`config.mk`:
```
export PLATFORM = sky130hd
export DESIGN_NAME = qr_proj_ctrl
export DESIGN_NICKNAME = d
export VERILOG_FILES = /design/src/rtl/qr_proj_ctrl.sv
export SDC_FILE = /design/constraint.sdc
export NUM_CORES = 1
export LEC_CHECK = 0
export ABC_AREA = 1
export CAP_MARGIN = 40
export CORE_UTILIZATION = 35
export CTS_CLUSTER_SIZE = 30
export DETAILED_ROUTE_END_ITERATION = 6
export PLACE_DENSITY = 0.69
export RECOVER_POWER = 100
export SLEW_MARGIN = 25
export SYNTH_ARGS = -nofsm -noshare
export SYNTH_HDL_FRONTEND = slang
export SYNTH_SLANG_ARGS = --single-unit
```
`constraint.sdc`:
```
create_clock -name i_clk -period 1.3 [get_ports i_clk]
set_input_delay 0.26 -clock i_clk [delete_from_list [all_inputs] [get_ports i_clk]]
set_output_delay 0.26 -clock i_clk [all_outputs]
set_load 0.1 [all_outputs]
```
`src/rtl/qr_proj_ctrl.sv`:
```
// qr_proj_ctrl: sequences the modified Gram-Schmidt QR loop around the column
// normalizer, the inner-product unit and the projection datapath.
module qr_proj_ctrl #(
  parameter int N_COL    = 4,
  parameter int RIJ_W    = 40,
  parameter int PROJ_LAT = 1,
  localparam int CW = (N_COL > 1) ? $clog2(N_COL) : 1
) (
  input  logic             i_clk,
  input  logic             i_rst,
  input  logic             i_start,
  input  logic             i_abort,
  output logic             o_norm_start,
  input  logic             i_norm_done,
  output logic             o_ip_start,
  input  logic             i_ip_valid,
  input  logic [RIJ_W-1:0] i_ip_rij,
  output logic [CW-1:0]    o_k,
  output logic [CW-1:0]    o_j,
  output logic [RIJ_W-1:0] o_rij,
  output logic             o_proj_fire,
  output logic             o_wb_en,
  output logic             o_busy,
  output logic             o_done
);

  localparam logic [3:0] S_IDLE      = 4'd0;
  localparam logic [3:0] S_NORM_REQ  = 4'd1;
  localparam logic [3:0] S_NORM_WAIT = 4'd2;
  localparam logic [3:0] S_IP_REQ    = 4'd3;
  localparam logic [3:0] S_IP_WAIT   = 4'd4;
  localparam logic [3:0] S_PROJ      = 4'd5;
  localparam logic [3:0] S_PROJ_WAIT = 4'd6;
  localparam logic [3:0] S_WB        = 4'd7;
  localparam logic [3:0] S_DONE      = 4'd8;

  // Extra projection cycles beyond PROJ are counted down from PROJ_LAT-2.
  localparam int PW = (PROJ_LAT > 2) ? $clog2(PROJ_LAT - 1) : 1;
  localparam logic [PW-1:0] PROJ_CNT_INIT = PW'((PROJ_LAT > 1) ? (PROJ_LAT - 2) : 0);
  localparam logic [CW-1:0] LAST_COL = CW'(N_COL - 1);

  logic [3:0]       state_q, state_d;
  logic [CW-1:0]    k_q, k_d;
  logic [CW-1:0]    j_q, j_d;
  logic [PW-1:0]    cnt_q, cnt_d;
  logic [RIJ_W-1:0] rij_q, rij_d;

  always_comb begin
    // NOTE: every variable written here gets a default first, so no path
    // through the case leaves one unassigned and no latch is inferred.
    state_d = state_q;
    k_d     = k_q;
    j_d     = j_q;
    cnt_d   = cnt_q;
    rij_d   = rij_q;

    case (state_q)
      S_IDLE: begin
        if (i_start) begin
          k_d     = '0;
          state_d = S_NORM_REQ;
        end
      end
      S_NORM_REQ: state_d = S_NORM_WAIT;
      S_NORM_WAIT: begin
        if (i_norm_done) begin
          if (k_q == LAST_COL) begin
            state_d = S_DONE;
          end else begin
            j_d     = k_q + 1'b1;
            state_d = S_IP_REQ;
          end
        end
      end
      S_IP_REQ: state_d = S_IP_WAIT;
      S_IP_WAIT: begin
        if (i_ip_valid) begin
          rij_d   = i_ip_rij;
          state_d = S_PROJ;
        end
      end
      S_PROJ: begin
        if (PROJ_LAT == 1) begin
          state_d = S_WB;
        end else begin
          cnt_d   = PROJ_CNT_INIT;
          state_d = S_PROJ_WAIT;
        end
      end
      S_PROJ_WAIT: begin
        if (cnt_q == '0) begin
          state_d = S_WB;
        end else begin
          cnt_d = cnt_q - 1'b1;
        end
      end
      S_WB: begin
        // Last target of this pivot done: move on to normalizing the next pivot.
        if (j_q == LAST_COL) begin
          k_d     = k_q + 1'b1;
          state_d = S_NORM_REQ;
        end else begin
          j_d     = j_q + 1'b1;
          state_d = S_IP_REQ;
        end
      end
      S_DONE:  state_d = S_IDLE;
      default: state_d = S_IDLE;
    endcase

    // Abort drops straight to IDLE and keeps indices and the captured R_kj.
    if (i_abort) begin
      state_d = S_IDLE;
      k_d     = k_q;
      j_d     = j_q;
      cnt_d   = cnt_q;
      rij_d   = rij_q;
    end
  end

  always_ff @(posedge i_clk) begin
    // NOTE: state registers use non-blocking assignments so every flop samples
    // the pre-edge values, independent of statement order.
    if (i_rst) begin
      state_q <= S_IDLE;
      k_q     <= '0;
      j_q     <= '0;
      cnt_q   <= '0;
      rij_q   <= '0;
    end else begin
      state_q <= state_d;
      k_q     <= k_d;
      j_q     <= j_d;
      cnt_q   <= cnt_d;
      rij_q   <= rij_d;
    end
  end

  // Every output is a register or a decode of the state register.
  assign o_norm_start = (state_q == S_NORM_REQ);
  assign o_ip_start   = (state_q == S_IP_REQ);
  assign o_proj_fire  = (state_q == S_PROJ);
  assign o_wb_en      = (state_q == S_WB);
  assign o_done       = (state_q == S_DONE);
  assign o_busy       = (state_q != S_IDLE);
  assign o_k          = k_q;
  assign o_j          = j_q;
  assign o_rij        = rij_q;

endmodule

```
==> results of run 1 <==
==> kinds of logic (layout without fill, tap and decap cells) <==
kind of cell               Yosys count  count (layout)  synth area share [%]
AOI/OAI and AO/OA                   84              84                  21.2
adders and majority gates            2               2                  1.26
buffers and inverters               73             207                  14.3
DFF                                 48              48                  48.5
and+or+nand+nor                     66              66                  14.8
==> worst reg2reg max path, cell delays in order, from the launching register on <==
cell and delay [ps]:
dfxtp_4 380, buf_4 140, nor2_4 150, nand2_4 90
inv_4 70, nand3_4 110, buf_6 160, bufbuf_16 270
o21ai_2 130, a21oi_1 50
==> flip-flops by register name, indices dropped and copies added (netlist names) <==
name,flops
o_rij,40
o_k,2
state_q,4
o_j,2
==> power groups by stage <==
| stage | clock (mW) | combinational (mW) | sequential, mW |
|---|---|---|---|
| global placement | 0 | 0.360 | 1.51 |
| global route | 1.01 | 0.502 | 1.47 |
| CTS | 0.937 | 0.419 | 1.47 |
| finish | 0.926 | 0.477 | 1.47 |
| floorplan | 0 | 0.126 | 1.53 |
| detailed placement | 0 | 0.363 | 1.51 |
==> stage by stage <==
stage	worst slack, ps	TNS (ps)	utilization, %
3_3_place_gp	-108	-4320	68.9
5_1_grt	-393	-14940	76.2
2_1_floorplan	-245	-2430	-
6_report	-348	-12050	76.2
3_5_place_dp	-148	-5050	68.9
4_1_cts	-288	-6190	80.6
==> cells in the final DEF (no fill, tap or decap), types with 2 or more instances in the layout <==
cell type / count
clkdlybuf4s50_1: 45
nor3_4: 3
dfxtp_1: 40
inv_4: 3
nand3_4: 3
buf_8: 2
clkinv_2: 2
buf_16: 4
inv_1: 55
o21ai_2: 27
nand2_2: 3
a21oi_1: 25
buf_6: 16
nand2_4: 6
nand3_1: 10
dfxtp_4: 8
clkbuf_8: 6
nand2_1: 17
clkbuf_16: 3
a21oi_2: 18
buf_12: 10
buf_4: 54
clkbuf_4: 3
nor2_1: 12
nor2_4: 4
nor2_2: 3
o21ai_4: 14
==> area by class of cell <==
class,count,area [um2]
clock inverter,2,10.0
fill,341,1300
clock buffer,6,82.6
sequential,48,991
tap,72,90.1
multi-input combinational,152,1240
timing repair buffer,138,1510
inverter,61,248
==> synthesized netlist by cell type (2+ instances only) <==
master	instances	share of area, %
clkbuf_1	4	0.76
nand2_1	27	5.1
dfxtp_1	48	48
a21oi_1	43	11
buf_2	8	2.0
nand3_1	13	3.3
ha_1	2	1.3
nor3_1	3	0.76
o21ai_1	40	10
inv_1	59	11
inv_2	2	0.38
nor2_1	17	3.2
==> metal layers <==
layer | vias to the layer above | wire length (um) | GRT usage (%)
li1 | 1136 | - | -
met1 | 1150 | 3300 | 27.4
met2 | 96 | 4290 | 41.2
met3 | 22 | 523 | 5.95
met4 | 0 | 181 | 5.47
met5 | - | 0 | 0
==> repair_timing <==
item,4_1_cts,5_1_grt
cloned,6,4
resized for setup,78,50
buffers inserted,13,7
setup endpoints to repair,40,53
pin swaps,12,21
==> final timing paths <==
kind,to
max,o_rij[12]
min,o_rij[26]
max reg2reg,o_rij[12]
min reg2reg,o_rij[26]
==> results by group, run 1 <==
Run status
  • Status: complete, but fails checks
  • Failing checks: setup timing

Global routing
  • Total gr overflow: 0
  • Tot GR Track Use: 23.1%
  • Vias in the first global route: around 2300
  • First-pass GRT wire length: between 10 and 15 mm
  • Largest net degree at the start of global routing: 44
  • Initial antenna violation count: 0

Floorplan
  • Die Y: 77.3 um
  • Ports: 96
  • Die span in x: 77.3 um
  • Die area: 0.00597 mm2
  • Initial Utilization: 36.2%
  • Core Region: 0.00547 mm2
  • Row cnt: 27

Routing
  • DRT Pass-1 Iters: 6
  • Via density: 5.02
  • Iteration-0 DRC Markers: roughly 210
  • DRC: 0
  • WL final: 8.30 mm
  • ANT nets after route: 0
  • WL per Instance: 17.3 um
  • Via count: 2404

Critical path
  • Critical path's slowest cell: dfxtp_4
  • R2R Setup Slk: -350 ps
  • Crit start category: flop
  • R2R Path Start: state_q[3]
  • Max stage delay on crit path: 380 ps
  • Largest delay contributor family on the critical path: buffers and inverters
  • Worst EP arrival: 1840 ps
  • Crit path required time: 1490 ps
  • Crit path kind: reg -> reg
  • CP endpoint kind: flop
  • Critical path peak fanout: 5
  • Critical path depth: 9
  • Reg2Reg Depth: 9
  • Crit-path cells: buf_4, nor2_4, nand2_4, inv_4, nand3_4, buf_6, bufbuf_16, o21ai_2, a21oi_1
  • WP buf/inv: 4
  • Worst Setup SP: state_q[3]

Placement
  • Hpwl dp: 3.96 mm
  • Routability Congestion: approximately 0.86
  • Input/output buffers: 95
  • Dpl cell area: 0.00377 mm2
  • Placed cell count: 445

Power and ir drop
  • Power, Total: 2.88 mW
  • Int Power: 2.13 mW
  • Sw power: 746 uW
  • Power density over the cells: 689 mW/mm2
  • Sw Share: 25.9%
  • Reg power frac: 51.2%
  • VDD IR max: 656 uV
  • Clock Power Share: roughly 32%
  • Lkg Pwr: 1.71 nW
  • Comb power frac: 16.6%

Clock tree
  • Deepest level of the CTS H-tree: 2
  • CTS max path bufs: 2
  • Hold buffers post-CTS: 0
  • CTS Buf Count: 5
  • CTS clk-pin slew, worst paths: ~90 ps
  • TritonCTS Sinks: 48
  • CTS tree: yes
  • Worst-skew pair later-pin latency: roughly 300 ps
  • Root buffer cell: clkbuf_8

Yosys
  • Seq cells post-synth: 48
  • Sequential area share after synthesis: 48.5%
  • Post-synth EDFFs: 0
  • Share of flip-flops with an asynchronous set or reset: 0%
  • Post-synthesis cell area: 0.00198 mm2
  • Syn Area/Cell: about 7.3 um2
  • Syn nets: 321
  • Ys Warns: 0
  • Top_reg_cell synth: dfxtp_1
  • Yosys cell types: 19
  • Cell count after synthesis: 273

Layout
  • Layout Nets: between 400 and 500
  • Area Overhead vs Synth: 110%
  • Final Cell Area: around 0.0042 mm2
  • ANT cells: 0
  • Layout cell share with drive strength beyond 1: between 40 and 50%
  • Final std cells w/o fill: between 400 and 500

Job
  • Max-cap violations: 0

Timing
  • Worst hold slack: approximately 440 ps
  • Clk_skew: 4.01 ps
  • Final setup violating endpoints: 53
  • Slew @ Worst Pin: 354 ps
  • Slew Limit Fails: 0
  • RSZ-0062 raised after global routing: true
  • Minimum clock period: 1650 ps
  • Final period util: 127%
  • Final hold vios: 0
  • Relative slew margins: 76.4%
  • Peak Freq: ~610 MHz
  • Worst setup margin: -348 ps

Worst hold path
  • HP Class: reg -> reg
  • Worst min-delay path startpoint: o_rij[26]
  • Hold Path Depth: 2
Power figures use the tool's default switching activity.
==> run 2, diff against run 1 <==
--- a/config.mk
+++ b/config.mk
@@ -12,6 +12,7 @@
 export DETAILED_ROUTE_END_ITERATION = 6
 export PLACE_DENSITY = 0.69
 export RECOVER_POWER = 100
+export SETUP_SLACK_MARGIN = 0.3
 export SLEW_MARGIN = 25
 export SYNTH_ARGS = -nofsm -noshare
 export SYNTH_HDL_FRONTEND = slang
==> run 2 against run 1 <==
The run still ends with setup timing left; wire length increased by 4.5%; sequential cell count did not move; clock power down 8.5%; non-clock buffer count rose by 5; clock skew increased by 10 ps; design area grew 4.0%; first-iteration DRC count is 52% lower; setup slack improved by 63 ps; largest power group unchanged; highest routed layer unchanged; sequential power about the same; via count rose by 0.62%; maximum frequency rose by 4.0%; critical endpoint is now o_wb_en.
==> results by group, run 2 (synthesis results as in run 1) <==
Critical path
  • Crit path kind: reg -> out
  • Worst EP arrival: around 1300 ps
  • Crit start category: flop
  • Crit path required time: roughly 1000 ps
  • CP endpoint kind: output pin
  • Critical path peak fanout: 4

Routing
  • Via density: approximately 5.0
  • DRT Pass-1 Iters: 4
  • DRC: 0
  • ANT nets after route: 0
  • Via count: roughly 2400
  • Iteration-0 DRC Markers: 102
  • WL per Instance: 18.0 um
  • WL final: 8.68 mm

Timing
  • Slew @ Worst Pin: around 300 ps
  • Final hold vios: 0
  • Setup TNS: -11650 ps
  • Clk_skew: 14.1 ps
  • Worst setup margin: -285 ps
  • Final period util: 122%
  • Relative slew margins: 80.3%
  • RSZ-0062 raised after global routing: true
  • Peak Freq: ~630 MHz
  • Final setup violating endpoints: 53
  • Slew Limit Fails: 0
  • Minimum clock period: 1590 ps

Floorplan
  • Core Region: around 0.0055 mm2
  • Die span in x: between 70 and 80 um
  • Row cnt: 27
  • Die Y: 77.3 um
  • Initial Utilization: between 30% and 40%
  • Ports: 96
  • Die area: 0.00597 mm2

Layout
  • Final std cells w/o fill: 483
  • Most frequent cells in the layout: inv_1, buf_4, clkdlybuf4s50_1
  • Area Overhead vs Synth: 119%
  • Layout cell share with drive strength beyond 1: 60.3%
  • Max reg flops: 40
  • Layout Utilization: between 70% and 80%
  • Final Cell Area: 0.00434 mm2
  • Layout Nets: between 400 and 500
  • ANT cells: 0

Power and ir drop
  • Power density over the cells: 649 mW/mm2
  • Reg power frac: 52.1%
  • Int Power: 2.08 mW
  • Sw Share: 26.3%
  • Clock Power Share: 30.1%
  • Lkg Pwr: 1.74 nW
  • Sw power: about 740 uW
  • VDD IR max: 650 uV
  • Comb power frac: 17.9%

Global routing
  • Vias in the first global route: approximately 2300
  • Initial antenna violation count: 0
  • First-pass GRT wire length: 10.3 mm
  • Total gr overflow: 0
  • Tot GR Track Use: 22.1%
  • Largest net degree at the start of global routing: 33

Job
  • Max-cap violations: 0

Placement
  • Dpl cell area: just under 0.004 mm2
  • Input/output buffers: 95
  • Hpwl dp: between 4 and 5 mm
  • Routability Congestion: roughly 0.84
  • Dpl ws: -186 ps
  • Placed cell count: 451

Clock tree
  • Deepest level of the CTS H-tree: 2
  • Hold buffers post-CTS: 0
  • CTS tree: yes
  • CTS Buf Count: 5
  • Root buffer cell: clkbuf_8
  • TritonCTS Sinks: 48
  • CTS clk-pin slew, worst paths: roughly 90 ps
  • CTS max path bufs: 2
  • Worst-skew pair later-pin latency: 310 ps

Run status
  • Failing checks: setup timing
  • Status: complete, but fails checks

Worst hold path
  • HP Class: reg -> reg
-- run 2: worst paths after layout --
kind                    from         to  slack [ps]  cells after the start
hold reg to reg    o_rij[20]  o_rij[20]         440                      2
setup / recovery  state_q[1]    o_wb_en        -290                      5
setup reg to reg  state_q[3]   o_rij[6]        -280                      9
hold / removal     o_rij[20]  o_rij[20]         440                      2
-- run 2: repair_timing --
item / CTS / global route
resized for setup: 72 / 58
setup buffers: 10 / 6
cloned: 5 / 4
endpoints found under the hold margin: 0 / 0
pin swaps: 6 / 9
endpoints found under the setup margin: 98 / 98
-- run 2: layout make-up --
cell class / instances / area [um2]
clock buffer: 7 / 76.3
multi-input combinational: 152 / 1290
timing repair buffer: 143 / 1590
tap: 72 / 90.1
sequential: 48 / 1040
inverter: 61 / 245
fill: 305 / 1130
-- run 2: routing by layer --
metal  global-route usage, %  up-vias  share of wire, %  routed length (um)
met5                       0        -                 0                   0
met3                    3.93       21               4.2                 368
li1                        -     1139                 -                   -
met2                    41.9       82                55                4780
met1                    24.3     1177                38                3320
met4                    7.36        0               2.4                 207
-- run 2: power groups by stage --
stage	Clock (mW)	Sequential, mW	Combinational [mW]
3_3_place_gp	0	1.50	0.373
4_1_cts	0.843	1.47	0.425
6_report	0.847	1.47	0.503
5_1_grt	0.931	1.47	0.528
3_5_place_dp	0	1.50	0.377
2_1_floorplan	0	1.53	0.127
-- run 2: critical path, cell delays in order (launching register included) --
cell	delay [ps]
dfxtp_4	400
buf_12	130
nand2_8	60
buf_6	110
nor2_4	130
buf_12	180
-- run 2: per-stage QoR --
| stage | hold slack [ps] | power, mW |
|---|---|---|
| after floorplan | 395 | 1.66 |
| after global placement | 450 | 1.88 |
| after detailed placement | 455 | 1.88 |
| after CTS | 465 | 2.74 |
| after global routing | 455 | 2.93 |
| final | 441 | 2.82 |
==> run 3, diff against run 2 <==
--- a/config.mk
+++ b/config.mk
@@ -5,15 +5,15 @@
 export SDC_FILE = /design/constraint.sdc
 export NUM_CORES = 1
 export LEC_CHECK = 0
-export ABC_AREA = 1
 export CAP_MARGIN = 40
 export CORE_UTILIZATION = 35
 export CTS_CLUSTER_SIZE = 30
 export DETAILED_ROUTE_END_ITERATION = 6
-export PLACE_DENSITY = 0.69
+export PLACE_DENSITY = 0.71
 export RECOVER_POWER = 100
 export SETUP_SLACK_MARGIN = 0.3
 export SLEW_MARGIN = 25
 export SYNTH_ARGS = -nofsm -noshare
 export SYNTH_HDL_FRONTEND = slang
 export SYNTH_SLANG_ARGS = --single-unit
+export TNS_END_PERCENT = 20
==> run 3 against run 2 <==
Design area is 1.8% lower; synthesized area is 4.9% lower; largest power group unchanged; total power is 4.8% higher; critical endpoint is now o_rij[27]; combinational power is 33% lower; hold slack worse by 160 ps; sequential cell count stayed put; core utilization is 3.6 points higher; global-route usage is 2.2 points higher; largest cell class unchanged; setup slack worse by 61 ps; highest routed layer unchanged; the run still ends with setup timing left.
==> results by group, run 3 <==
Timing
  • Relative slew margins: between 70% and 80%
  • Final period util: 127%
  • Final setup violating endpoints: 53
  • Slew Limit Fails: 0
  • Slew @ Worst Pin: 440 ps
  • Peak Freq: ~610 MHz
  • Clk_skew: 4.96 ps
  • Final hold vios: 0
  • Minimum clock period: 1650 ps
  • Worst setup margin: -347 ps
  • Worst hold slack: 279 ps
  • RSZ-0062 raised after global routing: true
  • Setup TNS: -14840 ps

Clock tree
  • TritonCTS Sinks: between 40 and 50
  • CTS Buf Count: 5
  • Worst-skew pair later-pin latency: 300 ps
  • Deepest level of the CTS H-tree: 2
  • CTS tree: yes
  • CTS clk-pin slew, worst paths: around 90 ps
  • CTS max path bufs: 2
  • Root buffer cell: clkbuf_8

Critical path
  • Crit start category: flop
  • Crit path required time: 1520 ps
  • Worst EP arrival: between 1500 and 2000 ps
  • Reg2Reg Depth: 7
  • Critical path peak fanout: 7
  • RR Endpoint: o_rij[27]
  • Crit path kind: reg -> reg
  • Worst Setup SP: state_q[0]
  • Worst Setup EP: o_rij[27]
  • CP endpoint kind: flop
  • R2R Path Start: state_q[0]
  • R2R Setup Slk: -350 ps

Yosys
  • Top_reg_cell synth: dfxtp_1
  • Share of flip-flops with an asynchronous set or reset: 0%
  • Ys Warns: 0
  • Largest cells by area after synthesis: dfxtp_1, nand2_1, a21oi_1, clkbuf_1, nor2_1
  • Post-synthesis cell area: 0.00189 mm2
  • Commonest cells post-synth: nand2_1, dfxtp_1, a21oi_1
  • Synth top area share: 51.0%
  • Syn Area/Cell: 7.92 um2
  • Cell count after synthesis: ~240
  • Top-count cell post-synth: nand2_1
  • Post-synth EDFFs: 0
  • Seq cells post-synth: 48
  • Biggest area consumer among synthesized cells: dfxtp_1
  • Sequential area share after synthesis: 51.0%
  • Syn nets: 286
  • Yosys cell types: 34

Routing
  • DRC: 0
  • Via count: 2266
  • ANT nets after route: 0
  • WL per Instance: around 19 um
  • WL final: between 8 and 9 mm
  • DRT Pass-1 Iters: 4
  • Via density: approximately 5.1
  • Iteration-0 DRC Markers: 82

Power and ir drop
  • Clock Power Share: 38.9%
  • Reg power frac: between 40% and 50%
  • Power, Total: 2.95 mW
  • VDD IR max: ~690 uV
  • Int Power: 2.28 mW
  • Sw power: about 670 uW
  • Sw Share: approximately 23%
  • Comb power frac: 11.4%
  • Power density over the cells: 693 mW/mm2
  • Lkg Pwr: 1.61 nW

Layout
  • Final std cells w/o fill: 443
  • ANT cells: 0
  • Layout Utilization: 82.9%
  • Layout Nets: 420
  • Layout cell share with drive strength beyond 1: between 50% and 60%
  • Max reg flops: 40
  • Most frequent cells in the layout: nand2_1, clkdlybuf4s50_1, buf_4
  • Commonest non-fill, non-tap cell in the layout: nand2_1
  • Area Overhead vs Synth: 126%

Floorplan
  • Initial Utilization: 36.7%
  • Core Region: 0.00514 mm2
  • Row cnt: 26
  • Ports: 96
  • Die span in x: 75.4 um
  • Die Y: 75.4 um
  • Die area: ~0.0057 mm2

Run status
  • Failing checks: setup timing
  • Status: complete, but fails checks

Global routing
  • Tot GR Track Use: 24.3%
  • Total gr overflow: 0
  • Vias in the first global route: 2127
  • First-pass GRT wire length: 10.3 mm
  • Largest net degree at the start of global routing: 31
  • Initial antenna violation count: 0

Placement
  • Placed cell count: just over 400
  • Hpwl dp: 4.17 mm
  • Routability Congestion: 0.810
  • Input/output buffers: 95

Worst hold path
  • HP Class: in -> reg

Job
  • Max-cap violations: 0
## run 3: worst min path at each step
stage / startpoint / cells after the start / slack (ps) / endpoint
2_1_floorplan: i_norm_done / 2 / 380 / state_q[3]
3_3_place_gp: o_rij[21] / 2 / 480 / o_rij[21]
3_5_place_dp: o_rij[4] / 2 / 480 / o_rij[4]
4_1_cts: i_rst / 3 / 250 / state_q[2]
5_1_grt: i_rst / 3 / 280 / state_q[0]
6_report: i_rst / 3 / 280 / state_q[2]
## run 3: timing repair
action / CTS / global route
gates cloned: 7 / 1
pin swaps: 21 / 31
resized for setup: 59 / 63
hold buffers: 0 / 0
endpoints found under the setup margin: 98 / 98
setup buffers: 10 / 6
## run 3: area by class of cell
| cell class | count | area [um2] |
|---|---|---|
| Tap cell | 70 | 87.6 |
| Sequential cell | 48 | 986 |
| Clock buffer | 6 | 82.6 |
| Timing Repair Buffer | 145 | 1810 |
| Multi-Input combinational cell | 170 | 1240 |
| Clock inverter | 2 | 38.8 |
| Inverter | 2 | 11.3 |
| Fill cell | 275 | 877 |
## run 3: worst max-delay path, cell delays in order, from the launching register on
cell and delay [ps]:
dfxtp_4 380, buf_6 130, nor4bb_4 310, and2_4 280
buf_12 130, clkbuf_16 140, nand2_1 50, a21oi_1 150
## run 3: cells by family (layout without fill, tap and decap cells)
kind of cell | after synthesis | after routing | synth area share (%)
compound gates | 52 | 52 | 15.3
xor+xnor | 1 | 1 | 0.465
fa+ha+maj | 2 | 2 | 1.33
buf+inv | 20 | 155 | 4.38
flops | 48 | 48 | 51.0
mux | 3 | 3 | 1.66
simple gates | 112 | 112 | 25.9
## run 3: power by group through the flow
stage / combinational [mW] / sequential, mW / clock, mW
floorplan: 0.0934 / 1.51 / 0
global placement: 0.284 / 1.50 / 0
detailed placement: 0.288 / 1.50 / 0
CTS: 0.313 / 1.47 / 1.17
global route: 0.350 / 1.47 / 1.22
finish: 0.337 / 1.47 / 1.15
## run 3: routing by layer
layer  track usage, %  wire, um  vias to the layer above
met5                0         0                        -
met1             25.4      3050                     1093
li1                 -         -                     1069
met3             7.01       400                       24
met4             8.02       390                        0
met2             46.3      4390                       80
## run 3: through the flow
step | instance area [um2] | setup slack (ps)
after floorplan | 2020 | -553
after global placement | 3660 | -523
after detailed placement | 3660 | -560
after CTS | 4240 | -314
after global routing | 4260 | -408
final | 4260 | -347
